[src/rtl/capture_ctrl_if.sv]
// Control and status bundle between the capture controller, its host and the
// channel sampler / capture RAM.
interface capture_ctrl_if #(
  parameter int ADDR_W = 9
);
  logic              run;
  logic              stop;
  logic [3:0]        decimator;
  logic [ADDR_W-1:0] trig_pos;
  logic              trigger;
  logic              clr_done;
  logic              smpl_en;
  logic              we;
  logic [ADDR_W-1:0] waddr;
  logic [ADDR_W-1:0] trig_addr;
  logic              armed;
  logic              capture_done;
  logic              busy;

  modport master (
    output run, stop, decimator, trig_pos, trigger, clr_done,
    input  smpl_en, we, waddr, trig_addr, armed, capture_done, busy
  );

  modport slave (
    input  run, stop, decimator, trig_pos, trigger, clr_done,
    output smpl_en, we, waddr, trig_addr, armed, capture_done, busy
  );
endinterface

[src/rtl/capture_ctrl.sv]
// Capture sequencer: decimated sample strobes, circular pre-trigger buffering,
// trigger address latch and post-trigger sample countdown.
module capture_ctrl #(
  parameter int ADDR_W = 9
) (
  input logic           clk,
  input logic           rst_n,
  capture_ctrl_if.slave bus
);
  localparam logic [2:0] IDLE      = 3'd0;
  localparam logic [2:0] PRE       = 3'd1;
  localparam logic [2:0] WAIT_TRIG = 3'd2;
  localparam logic [2:0] POST      = 3'd3;
  localparam logic [2:0] DONE      = 3'd4;

  localparam logic [ADDR_W:0] DEPTH = {1'b1, {ADDR_W{1'b0}}};

  logic [2:0]        state, state_n;
  logic [3:0]        dec_q, dec_n;
  logic [ADDR_W-1:0] tpos_q, tpos_n;
  logic [14:0]       cnt, cnt_n;
  logic [ADDR_W:0]   wcnt, wcnt_n;
  logic [ADDR_W-1:0] pcnt, pcnt_n;
  logic [ADDR_W-1:0] waddr_n, taddr_n;
  logic              active, active_n, wr, strobe_n;

  function automatic logic [14:0] period_max(input logic [3:0] d);
    return 15'((16'd1 << d) - 16'd1);
  endfunction

  always_comb begin
    state_n = state;
    dec_n   = dec_q;
    tpos_n  = tpos_q;
    cnt_n   = cnt;
    wcnt_n  = wcnt;
    pcnt_n  = pcnt;
    waddr_n = bus.waddr;
    taddr_n = bus.trig_addr;
    active  = (state == PRE) || (state == WAIT_TRIG) || (state == POST);
    wr      = active && bus.we;

    if (bus.stop) begin
      state_n = IDLE;
    end else if (bus.run && ((state == IDLE) || (state == DONE))) begin
      state_n = PRE;
      dec_n   = bus.decimator;
      tpos_n  = bus.trig_pos;
      cnt_n   = '0;
      wcnt_n  = '0;
      waddr_n = '0;
    end else begin
      if (active) cnt_n = (cnt == period_max(dec_q)) ? '0 : cnt + 15'd1;
      if (wr) waddr_n = bus.waddr + ADDR_W'(1);
      case (state)
        PRE: begin
          if (wr) begin
            wcnt_n = wcnt + (ADDR_W+1)'(1);
            if (wcnt_n == DEPTH - {1'b0, tpos_q}) state_n = WAIT_TRIG;
          end
        end
        WAIT_TRIG: begin
          // A write coinciding with the trigger is already post-sample 1.
          if (bus.trigger) begin
            taddr_n = bus.waddr;
            pcnt_n  = wr ? tpos_q - ADDR_W'(1) : tpos_q;
            if ((tpos_q == '0) || (wr && (tpos_q == ADDR_W'(1)))) state_n = DONE;
            else state_n = POST;
          end
        end
        POST: begin
          if (wr) begin
            pcnt_n = pcnt - ADDR_W'(1);
            if (pcnt == ADDR_W'(1)) state_n = DONE;
          end
        end
        DONE: begin
          if (bus.clr_done) state_n = IDLE;
        end
        default: state_n = IDLE;
      endcase
    end

    active_n = (state_n == PRE) || (state_n == WAIT_TRIG) || (state_n == POST);
    // Strobes are registered, so they are decided from the next counter value.
    strobe_n = active_n && (cnt_n == period_max(dec_n));
  end

  always_ff @(posedge clk) begin
    if (!rst_n) begin
      state            <= IDLE;
      dec_q            <= '0;
      tpos_q           <= '0;
      cnt              <= '0;
      wcnt             <= '0;
      pcnt             <= '0;
      bus.smpl_en      <= 1'b0;
      bus.we           <= 1'b0;
      bus.waddr        <= '0;
      bus.trig_addr    <= '0;
      bus.armed        <= 1'b0;
      bus.capture_done <= 1'b0;
      bus.busy         <= 1'b0;
    end else begin
      state            <= state_n;
      dec_q            <= dec_n;
      tpos_q           <= tpos_n;
      cnt              <= cnt_n;
      wcnt             <= wcnt_n;
      pcnt             <= pcnt_n;
      bus.smpl_en      <= strobe_n;
      bus.we           <= strobe_n;
      bus.waddr        <= waddr_n;
      bus.trig_addr    <= taddr_n;
      bus.armed        <= (state_n == WAIT_TRIG);
      bus.capture_done <= (state_n == DONE);
      bus.busy         <= active_n;
    end
  end
endmodule

[src/flat_wrapper.sv]
// flat-port wrapper written by rule: the top's interface ports become plain ports
module capture_ctrl_flat 
#(
  parameter int ADDR_W = 9
)
  (clk, rst_n, bus_run, bus_stop, bus_decimator, bus_trig_pos, bus_trigger, bus_clr_done, bus_smpl_en, bus_we, bus_waddr, bus_trig_addr, bus_armed, bus_capture_done, bus_busy);
  capture_ctrl_if #(.ADDR_W(ADDR_W)) bus_i ();
  input logic clk;
  input logic rst_n;
  input wire logic [$bits(bus_i.run)-1:0] bus_run;
  input wire logic [$bits(bus_i.stop)-1:0] bus_stop;
  input wire logic [$bits(bus_i.decimator)-1:0] bus_decimator;
  input wire logic [$bits(bus_i.trig_pos)-1:0] bus_trig_pos;
  input wire logic [$bits(bus_i.trigger)-1:0] bus_trigger;
  input wire logic [$bits(bus_i.clr_done)-1:0] bus_clr_done;
  output wire logic [$bits(bus_i.smpl_en)-1:0] bus_smpl_en;
  output wire logic [$bits(bus_i.we)-1:0] bus_we;
  output wire logic [$bits(bus_i.waddr)-1:0] bus_waddr;
  output wire logic [$bits(bus_i.trig_addr)-1:0] bus_trig_addr;
  output wire logic [$bits(bus_i.armed)-1:0] bus_armed;
  output wire logic [$bits(bus_i.capture_done)-1:0] bus_capture_done;
  output wire logic [$bits(bus_i.busy)-1:0] bus_busy;
  assign bus_i.run = bus_run;
  assign bus_i.stop = bus_stop;
  assign bus_i.decimator = bus_decimator;
  assign bus_i.trig_pos = bus_trig_pos;
  assign bus_i.trigger = bus_trigger;
  assign bus_i.clr_done = bus_clr_done;
  assign bus_smpl_en = bus_i.smpl_en;
  assign bus_we = bus_i.we;
  assign bus_waddr = bus_i.waddr;
  assign bus_trig_addr = bus_i.trig_addr;
  assign bus_armed = bus_i.armed;
  assign bus_capture_done = bus_i.capture_done;
  assign bus_busy = bus_i.busy;
  capture_ctrl #(.ADDR_W(ADDR_W)) u_core (.clk(clk), .rst_n(rst_n), .bus(bus_i));
endmodule
[config.mk]
export PLATFORM = sky130hd
export DESIGN_NAME = capture_ctrl_flat
export DESIGN_NICKNAME = d
export VERILOG_FILES = /design/src/rtl/capture_ctrl_if.sv /design/src/rtl/capture_ctrl.sv /design/src/flat_wrapper.sv
export SDC_FILE = /design/constraint.sdc
export NUM_CORES = 1
export LEC_CHECK = 0
export BUFFER_PORTS_ARGS = -buffer_cell sky130_fd_sc_hd__buf_2
export CORE_AREA = 5 5 130 132
export CTS_CLUSTER_SIZE = 20
export DETAILED_ROUTE_END_ITERATION = 16
export DIE_AREA = 0 0 135 137
export GPL_ROUTABILITY_DRIVEN = 1
export PLACE_DENSITY = 0.54
export SLEW_MARGIN = 20
export SYNTH_ARGS = -nofsm -noshare
export SYNTH_HDL_FRONTEND = slang
export SYNTH_SLANG_ARGS = --single-unit
[constraint.sdc]
create_clock -name clk -period 3.7 [get_ports clk]
set_clock_uncertainty 0.1 [all_clocks]
set_input_delay 0.185 -clock clk [delete_from_list [all_inputs] [get_ports clk]]
set_output_delay 0.185 -clock clk [all_outputs]
set_load 0.03 [all_outputs]
# Word level (Yosys, flattened, before mapping)

Index checks and enable logic that the tools add are counted.

$add $sub $neg: 8
Eq/ne operators: 15
Shifts and indexed selects: 2
Muxes and demuxes: 25
Bitwise logic cells: 2
Reduce and logical (&&, ||, !) cells: 20

Operators by type and width:

| cell                                               | count |
|---|---|
| 2-to-1 mux 15 bit                                  | 4 |
| 2-to-1 mux 9 bit                                   | 5 |
| == test 15 bit                                     | 2 |
| 2-to-1 mux 10 bit                                  | 3 |
| << shifter 1 x 4 -> 15 bit, first input constant   | 2 |
| subtractor 15 x 1 -> 15 bit, second input constant | 2 |
| 2-to-1 mux 3 bit                                   | 9 |
| == test 9 x 1 -> 1 bit, second input constant      | 2 |
| one-hot mux 9 bit (2 select lines)                 | 1 |
| subtractor 9 x 1 -> 9 bit, second input constant   | 2 |
| adder 15 x 1 -> 15 bit, second input constant      | 1 |
| == test 3 x 2 -> 1 bit, second input constant      | 4 |
| one-hot mux 3 bit (4 select lines)                 | 1 |
| adder 10 x 1 -> 10 bit, second input constant      | 1 |
| == test 10 bit                                     | 1 |
| subtractor 10 x 9 -> 10 bit, first input constant  | 1 |
| adder 9 x 1 -> 9 bit, second input constant        | 1 |
| logical NOT 9 bit                                  | 1 |
| 2-to-1 mux 4 bit                                   | 2 |
| == test 3 x 1 -> 1 bit, second input constant      | 2 |
| == test 3 bit, second input constant               | 2 |
| logical OR 1 bit                                   | 6 |
| nonzero test 2 bit                                 | 3 |
| AND reduction 5 bit                                | 1 |
| 8 further kinds                                    | 13 |

Flip-flop bits (word level): 72
Input port bits: 19
Output and inout bits: 23

# Logic depth before layout (Yosys ltp)

Gate-level depths: netlist of run 1.

Depth after elaboration: 15
Mapped depth: 17

# Least setup slack after synthesis of run 1

No wires, ideal clock.

Path type: flip-flop to flip-flop
From: reg u_core.state[1]
To: reg u_core.bus.smpl_en
Setup time: 61 ps
Arrival time: 3517 ps
Data required time: 3539 ps
Setup slack: 22 ps
Stages on the path, launching flop included: 15
Period minus slack after synthesis: 3678 ps
Cells stage by stage: dfxtp_1 > clkbuf_1 > or4b_2 > buf_2 > mux2i_1 > nand2_1 > ha_1 > clkbuf_1 > mux4_2 > a32oi_1 > nand2_1 > a221oi_1 > o2111ai_1 > a2111oi_1 > and4_1

Cells in the longest elaborated chain, start to end: 15
Elaborated cells between the ends (all ways): 36

RTL lines:

| what                                                                 | line                  | RTL |
|---|---|---|
| from (decl)                                                          | capture_ctrl.sv:18    | `logic [2:0] state, state_n;` |
| from (signal assigned)                                               | capture_ctrl.sv:105   | `state <= state_n;` |
| branches (longest 14 deep; another with subtractor 15 x 1 -> 15 bit) | --                    |  |
| logical AND 1 bit (*)                                                | capture_ctrl.sv:86    | `strobe_n = active_n && (cnt_n == period_max(dec_n));` |
| to (signal assigned)                                                 | capture_ctrl.sv:111   | `bus.smpl_en <= strobe_n;` |
| to (decl)                                                            | capture_ctrl_if.sv:27 | `output smpl_en, we, waddr, trig_addr, armed, capture_done, busy` |

Every way passes the cells marked *.
A chain may end at the register's enable or synchronous reset.

# Worst setup path after layout of run 1

Ends and elaborated chain as after synthesis.

==> results.toml, run 1 <==
[run_status]
run_status = "finished, final reports clean"

[cells_and_area]
layout.cells.non_filler = 972
area_delta_synth_final_pct = 17.1
final_core_util_pct = 40.3
n_antenna_cell = 0
final_layout_size_suffix_gt1_share_pct = 15.6
fillers = 1576
nNetsFinal = 780

[global_routing]
grt_pass1_wl_um = 26300
grt_remaining_overflow = 0
grt_pass1_vias = 5048
top_usage_layer = "met2"
globalRouteMet2Util_pct = 27.5
grt_usage_pct = 17.5
use_met1_pct = 24.4
globalRouteMet3Util_pct = 3.49
grt_max_degree = 47
antenna_found_initial = 0

[power]
peakVddDrop_v = 0.000302
total_power_uw = 2170
p_leak_uw = 0.00233
p_per_area_nw_per_um2 = 345

[setup_path]
crit_path_start_kind = "flip-flop"
critical_path_required_ns = 3.88
critical_path_class = "reg2reg"
crit_path_max_incr_delay_ns = 0.73
rrSetupSlack_ns = 0.22
path_delay_family = "simple AND/OR/NAND/NOR gates"
crit_start = "u_core.state[1]"
critPathArrivalTime_ns = 3.66
crit_path_end_kind = "flip-flop"
r2r_start = "u_core.state[1]"
cp.buffers_inverters = 1
slowest_stage = "or4b_2"
cp_cell_sequence = "or4b_2 > mux2i_4 > nand2_1 > ha_2 > mux4_2 > a32oi_2 > buf_4 > nor2_1 > a221oi_1 > o2111ai_1 > a2111oi_2 > and4_1"
cp_max_fo = 8

[synth]
synthTopCellsByCount = "83 x nor2_1, 73 x nand2_1, 72 x dfxtp_1"
synth.top_cell.area_share_pct = 26.9
syn_nets = 740
async_reset_ff_share_pct = 0
synth_cell_types = 82
yosys.area.top_type = "dfxtp_1"
synth_seq_cells = 72
avgSynthCellArea_um2 = 7.55
syn_area_um2 = 5370
syn_inst = 711
ys_seq_area_share_pct = 26.9
ys_warn_count = 0
ys_top_cells_by_area = "dfxtp_1 27%, nor2_1 5.8%, xnor2_1 5.4%, nand2_1 5.1%, a21oi_1 4.8%"
synth_edf_count = 0
synth_most_common_cell = "nor2_1"
ys.flop_type = "dfxtp_1"

[sta]
max_freq_mhz = 287
finalCritPeriodShare_pct = 94.0
tightest_slew_ns = 0.858
rsz0062_at_grt = "no"
min_period_ns = 3.48
slew_headroom_pct = 42.7
finalMaxSlewViolations = 0
setup_tns_ns = 0
hold_violations = 0
finalSetupViolations = 0

[floorplan]
initial_core_util_pct = 34.4
die-area_um2 = 18500
core-area_um2 = 15600
rows = 46
io_pins = 42
fp.dieH_um = 137
chipWidth_um = 135

[clocking]
worstSkewPairLatency_ns = 0.34
cts_root_buffer = "clkbuf_16"
cts_tree = "yes"
cts_buffer_depth = 2
htree_levels = 3
numCtsBuffers = 9
clk_pin_slew_ns = 0.06
clock-sinks = 72

[route]
wl_per_cell_um = 16.4
ant_nets = 0
route.detailed.drc = 0
vias = 5395
firstDrtPassIters = 5
wl_um = 16000
avgViaCountPerCell = 5.55
first_iter_violations = 424

[place]
port_buffers = 41
dp_hpwl_um = 11800
placedCellCount = 946
gp_congestion = 0.887

[worst_hold_path]
hp-start = "rst_n"
hold_path_class = "in2reg"

[flow_run]
maxCapViolCount = 0
-- per-layer routing --
| metal | wire length [um] | vias up |
|---|---|---|
| li1 | - | 2622 |
| met3 | 922 | 24 |
| met2 | 7250 | 189 |
| met5 | 0 | - |
| met1 | 7550 | 2560 |
| met4 | 256 | 0 |
-- final timing paths --
kind	endpoint	depth (start not counted)
setup reg to reg	u_core.bus.smpl_en	12
hold reg to reg	u_core.wcnt[1]	2
hold / removal	u_core.pcnt[8]	3
setup / recovery	u_core.bus.smpl_en	12
-- worst reg2reg max path, stage by stage (launching register included) --
cell and delay [ns]:
dfxtp_1 0.31, or4b_2 0.73, mux2i_4 0.23, nand2_1 0.10, ha_2 0.26, mux4_2 0.34
a32oi_2 0.25, buf_4 0.17, nor2_1 0.04, a221oi_1 0.22, o2111ai_1 0.18, a2111oi_2 0.24
and4_1 0.24
-- logic make-up (layout without fill, tap and decap cells) --
group,count (synthesis),in the layout,synth area share (%)
xor+xnor,60,60,9.79
compound gates,151,151,18.1
flops,72,72,26.9
simple gates,328,328,32.6
mux,23,23,4.62
fa+ha+maj,10,10,2.33
buf+inv,67,112,5.69
-- cell type report --
cell class,count,area [um2],area share (%)
multi-input cells,572,3680,58.5
flip-flops and latches,72,1440,22.9
repair buffers,79,513,8.16
well taps,216,270,4.30
clock buffers,10,229,3.64
clock inverters,6,92.6,1.47
inverters,17,63.8,1.02
-- cell usage in the layout (no fill, tap or decap), types with 8 or more instances in the layout --
master	n
o21ai_0	32
xnor2_1	33
buf_4	29
nor3_1	19
o211ai_1	9
dlygate4sd3_1	9
dfxtp_1	72
clkbuf_16	9
ha_1	8
nand2b_1	9
nor2b_1	10
buf_2	41
and3_1	12
nor4_1	10
or3_1	11
a31oi_1	9
mux2i_1	17
xor2_1	27
a21oi_1	52
and2_1	13
nand3b_1	8
inv_1	14
nand3_1	23
nand4_1	13
nand2_1	73
nor2_1	83
-- power by group --
part | internal, uW | switching [uW] | leakage, uW
clock network | 594 | 350 | 0.000149
registers | 783 | 12.8 | 0.000581
logic | 187 | 243 | 0.00160
-- per-stage QoR --
stage	hold slack, ns	setup WS (ns)	area (um2)
after floorplan	0.221	0.0223	5370
after global placement	0.326	0.0629	5820
after detailed placement	0.332	-0.0545	5820
after CTS	0.152	0.0308	6230
after global routing	0.174	0.00198	6290
final	0.151	0.220	6290
-- flip-flops by register name, indices dropped and copies added (netlist names) --
signal	flops
u_core.bus.capture_done	1
u_core.cnt	15
u_core.state	3
u_core.bus.smpl_en	1
u_core.bus.busy	1
u_core.bus.trig_addr	9
u_core.wcnt	10
u_core.dec_q	4
u_core.tpos_q	9
u_core.pcnt	9
u_core.bus.armed	1
u_core.bus.waddr	9
-- timing repair --
item,in CTS,in global routing
endpoints found under the hold margin,9,0
setup buffers,0,1
hold buffers,9,0
gates resized for setup,1,8
pin swaps,0,2
endpoints found under the setup margin,1,1
(Power assumes the default switching activity.)
==> inputs of run 2 (changes only) <==
- CORE_AREA: 5 5 130 132 -> 5 5 116 118
- DIE_AREA: 0 0 135 137 -> 0 0 121 123
- PLACE_DENSITY: 0.54 -> 0.65
==> results.toml, run 2 (synthesis gave the netlist of run 1 again) <==
[setup_path]
reg2reg_to = "u_core.bus.smpl_en"
critical_path_class = "reg2reg"
cp_max_fo = 11
crit_path_start_kind = "flip-flop"
r2r_start = "u_core.dec_q[3]"
critPathArrivalTime_ns = 3.69
crit_path_end = "u_core.bus.smpl_en"
critical_path_required_ns = 3.89
rrSetupSlack_ns = 0.20
crit_start = "u_core.dec_q[3]"
crit_path_end_kind = "flip-flop"
reg2reg_depth = 11

[clocking]
cts_tree = "yes"
cts_buffer_depth = 2
htree_levels = 3
numCtsBuffers = 9
clk_pin_slew_ns = 0.06
clock-sinks = 72
cts_root_buffer = "clkbuf_16"
worstSkewPairLatency_ns = 0.34

[worst_hold_path]
hold_path_class = "in2reg"
hold_path_depth = 3

[power]
p_per_area_nw_per_um2 = 332
p_leak_uw = 0.00231
peakVddDrop_v = 0.000253

[cells_and_area]
stdcell_area_um2 = 6170
fillers = 1240
n_antenna_cell = 0
layout_commonest_cell = "nor2_1"
top_regs = "u_core.cnt: 15 flops, u_core.wcnt: 10 flops"
top_register = "u_core.cnt"
final_cell_mix = "83 x nor2_1, 73 x nand2_1, 72 x dfxtp_1"
area_delta_synth_final_pct = 14.9
largest_register_ffs = 15
nNetsFinal = 778
final_layout_size_suffix_gt1_share_pct = 15.3

[route]
ant_nets = 0
avgViaCountPerCell = 5.78
firstDrtPassIters = 5
vias = 5356
wl_per_cell_um = 16.3
wl_um = 15100
first_iter_violations = 500
route.detailed.drc = 0

[floorplan]
io_pins = 42
rows = 41
die-area_um2 = 14900
initial_core_util_pct = 43.4
core-area_um2 = 12400
fp.dieH_um = 123
chipWidth_um = 121

[global_routing]
antenna_found_initial = 0
grt_max_degree = 47
grt_remaining_overflow = 0
grt_usage_pct = 20.7
grt_pass1_wl_um = 24700
grt_pass1_vias = 4963

[run_status]
run_status = "finished, final reports clean"

[sta]
finalMaxSlewViolations = 0
tightest_slew_ns = 0.786
finalSetupViolations = 0
finalCritPeriodShare_pct = 94.6
rsz0062_at_grt = "no"
max_freq_mhz = 286
slew_headroom_pct = 47.5
min_period_ns = 3.50
setup_tns_ns = 0
hold_violations = 0

[place]
dp_hpwl_um = 11300
dpl_cell_area_um2 = 5750
gp_congestion = 0.950
port_buffers = 41

[flow_run]
maxCapViolCount = 0
run 2: cell type report:
class | count | area [um2] | area share, %
Tap cell | 172 | 215 | 3.49
Inverter | 17 | 63.8 | 1.03
Clock buffer | 12 | 256 | 4.16
Clock inverter | 4 | 27.5 | 0.446
Timing Repair Buffer | 77 | 498 | 8.07
Sequential cell | 72 | 1440 | 23.4
Multi-Input combinational cell | 572 | 3670 | 59.4
run 2: per-layer routing:
layer	GRT usage, %	share of wire (%)	vias up
met4	10.6	3.5	0
met3	4.21	5.1	36
met2	35.8	50	163
li1	-	-	2629
met5	0	0	-
met1	24.4	41	2528
run 2: through the flow:
step,setup WS (ns),utilization [%],power (uW),cells,hold slack (ns)
2_1_floorplan,0.0223,-,1100,711,0.221
3_3_place_gp,0.162,46.5,1200,900,0.325
3_5_place_dp,0.0660,46.5,1200,900,0.332
4_1_cts,0.0599,49.5,2050,925,0.123
5_1_grt,0.0390,49.9,2150,926,0.156
6_report,0.201,49.9,2050,926,0.149
run 2: worst min path at each step:
stage	start	end	slack [ns]
2_1_floorplan	bus_trig_pos[8]	u_core.tpos_q[8]	0.22
3_3_place_gp	bus_trig_pos[6]	u_core.tpos_q[6]	0.32
6_report	rst_n	u_core.pcnt[6]	0.15
3_5_place_dp	bus_trig_pos[2]	u_core.tpos_q[2]	0.33
4_1_cts	rst_n	u_core.pcnt[6]	0.12
5_1_grt	rst_n	u_core.state[1]	0.16
run 2: what timing repair did:
action                                 4_1_cts  5_1_grt
gates resized for setup                      0        8
setup buffers                                0        1
hold buffers                                 9        0
setup endpoints to repair                    0        1
endpoints found under the hold margin        9        0
run 2: power breakdown:
part           total [uW]  internal, uW  switching (uW)
combinational         418           181             237
sequential            795           783            11.5
clock                 833           492             342
run 2: worst max-delay path: stages, from the launching register on:
cell      delay [ns]
dfxtp_1         0.34
nor3_2          0.20
nand2_1         0.08
ha_2            0.25
or3_1           0.42
and3_1          0.19
or4_4           0.55
or4_4           0.55
a211oi_2        0.24
o22ai_1         0.09
nor3_1          0.24
and4_1          0.21
==> inputs of run 3 (changes only) <==
- PLACE_DENSITY: 0.65 -> 0.62
- clock period: 3.7 -> 3.5 ns (I/O delays scaled with it)
==> results.toml, run 3 (synthesis gave the netlist of run 1 again) <==
[run_status]
run_status = "finished, final reports clean"

[cells_and_area]
final_layout_size_suffix_gt1_share_pct = 17.8
top_register = "u_core.cnt"
final_cell_mix = "82 x nor2_1, 71 x nand2_1, 68 x dfxtp_1"
area_delta_synth_final_pct = 19.1
largest_register_ffs = 15
layout_commonest_cell = "nor2_1"
top_regs = "u_core.cnt: 15 flops, u_core.wcnt: 10 flops"
n_antenna_cell = 0
fillers = 1209
nNetsFinal = 789
multi_input_area_um2 = 3750
layout.cells.non_filler = 936
regArea_um2 = 1450

[setup_path]
critical_path_class = "reg2reg"
r2r_start = "u_core.dec_q[1]"
critPathArrivalTime_ns = 3.55
crit_path_start_kind = "flip-flop"
cp_max_fo = 5
crit_start = "u_core.dec_q[1]"
critical_path_required_ns = 3.64
crit_path_end_kind = "flip-flop"

[floorplan]
rows = 41
chipWidth_um = 121
core-area_um2 = 12400
fp.dieH_um = 123
die-area_um2 = 14900
initial_core_util_pct = 43.4
io_pins = 42

[sta]
finalSetupViolations = 0
finalCritPeriodShare_pct = 97.3
tightest_slew_ns = 0.830
finalMaxSlewViolations = 0
setup_ws_ns = 0.0945
max_freq_mhz = 294
slew_headroom_pct = 44.6
min_period_ns = 3.41
hold_violations = 0
setup_tns_ns = 0

[place]
pre_cts_ws_ns = -0.0646
port_buffers = 41
placedCellCount = 903
gp_congestion = 0.927
dp_hpwl_um = 11300

[worst_hold_path]
hold_path_class = "in2reg"
hp-start = "rst_n"

[clocking]
cts_tree = "yes"
worstSkewPairLatency_ns = 0.34
cts_buffer_depth = 2
clock-sinks = 72
numCtsBuffers = 9
htree_levels = 3
cts_root_buffer = "clkbuf_16"
clk_pin_slew_ns = 0.06

[route]
avgViaCountPerCell = 5.76
wl_um = 15700
route.detailed.drc = 0
ant_nets = 0
wl_per_cell_um = 16.8
firstDrtPassIters = 7
vias = 5395
first_iter_violations = 367

[flow_run]
maxCapViolCount = 0

[power]
p_per_area_nw_per_um2 = 364
p_leak_uw = 0.00240
peakVddDrop_v = 0.000222

[global_routing]
antenna_found_initial = 0
grt_remaining_overflow = 0
grt_max_degree = 47
grt_usage_pct = 21.2
grt_pass1_vias = 5107
grt_pass1_wl_um = 25400
## run 3: layer usage
metal  vias up  part of all wire, %  track usage (%)
li1       2646                    -                -
met1      2540                   42             25.3
met2       173                   50             37.1
met3        36                  4.7             3.43
met4         0                  2.9             10.3
met5         -                    0                0
## run 3: worst max-delay path, stage by stage, from the launching register on
cell and delay, ns:
dfxtp_4 0.36, nor3_4 0.20, nand2_2 0.09, ha_4 0.19, or3_1 0.39, and3_1 0.18
or4_4 0.57, or2_2 0.31, or4b_1 0.51, o2111ai_1 0.13, nor3_1 0.09, and4_1 0.19
## run 3: layout make-up
cell class | count | share of cell area (%)
clock inverter | 5 | 1.27
clock buffer | 10 | 3.58
timing repair buffer | 88 | 9.44
sequential | 72 | 22.7
multi-input combinational | 572 | 58.7
tap | 172 | 3.37
inverter | 17 | 0.998
## run 3: path summary, 6_finish.rpt
check,endpoint,slack (ns),cells after the start
hold reg to reg,u_core.tpos_q[8],0.38,2
hold / removal,u_core.pcnt[8],0.13,3
setup / recovery,u_core.bus.smpl_en,0.09,11
setup reg to reg,u_core.bus.smpl_en,0.09,11
## run 3: per-stage QoR
| step | cell area [um2] | utilization [%] | hold slack [ns] | total power [uW] |
|---|---|---|---|---|
| after detailed placement | 5800 | 46.9 | 0.321 | 1290 |
| after floorplan | 5410 | - | 0.211 | 1180 |
| after global routing | 6390 | 51.7 | 0.144 | 2420 |
| after CTS | 6210 | 50.3 | 0.116 | 2280 |
| after global placement | 5800 | 46.9 | 0.315 | 1280 |
| final | 6390 | 51.7 | 0.132 | 2320 |
## run 3: repair_timing
item | 4_1_cts | 5_1_grt
setup endpoints to repair | 1 | 1
hold buffers | 9 | 0
buffers inserted | 0 | 10
hold endpoints to repair | 9 | 0
resized for setup | 2 | 31
pin swaps | 0 | 16
## run 3: power by group
part	switching [uW]	total, uW	internal [uW]
combinational	276	501	225
sequential	13.5	842	828
clock	361	982	621
total	650	2320	1670
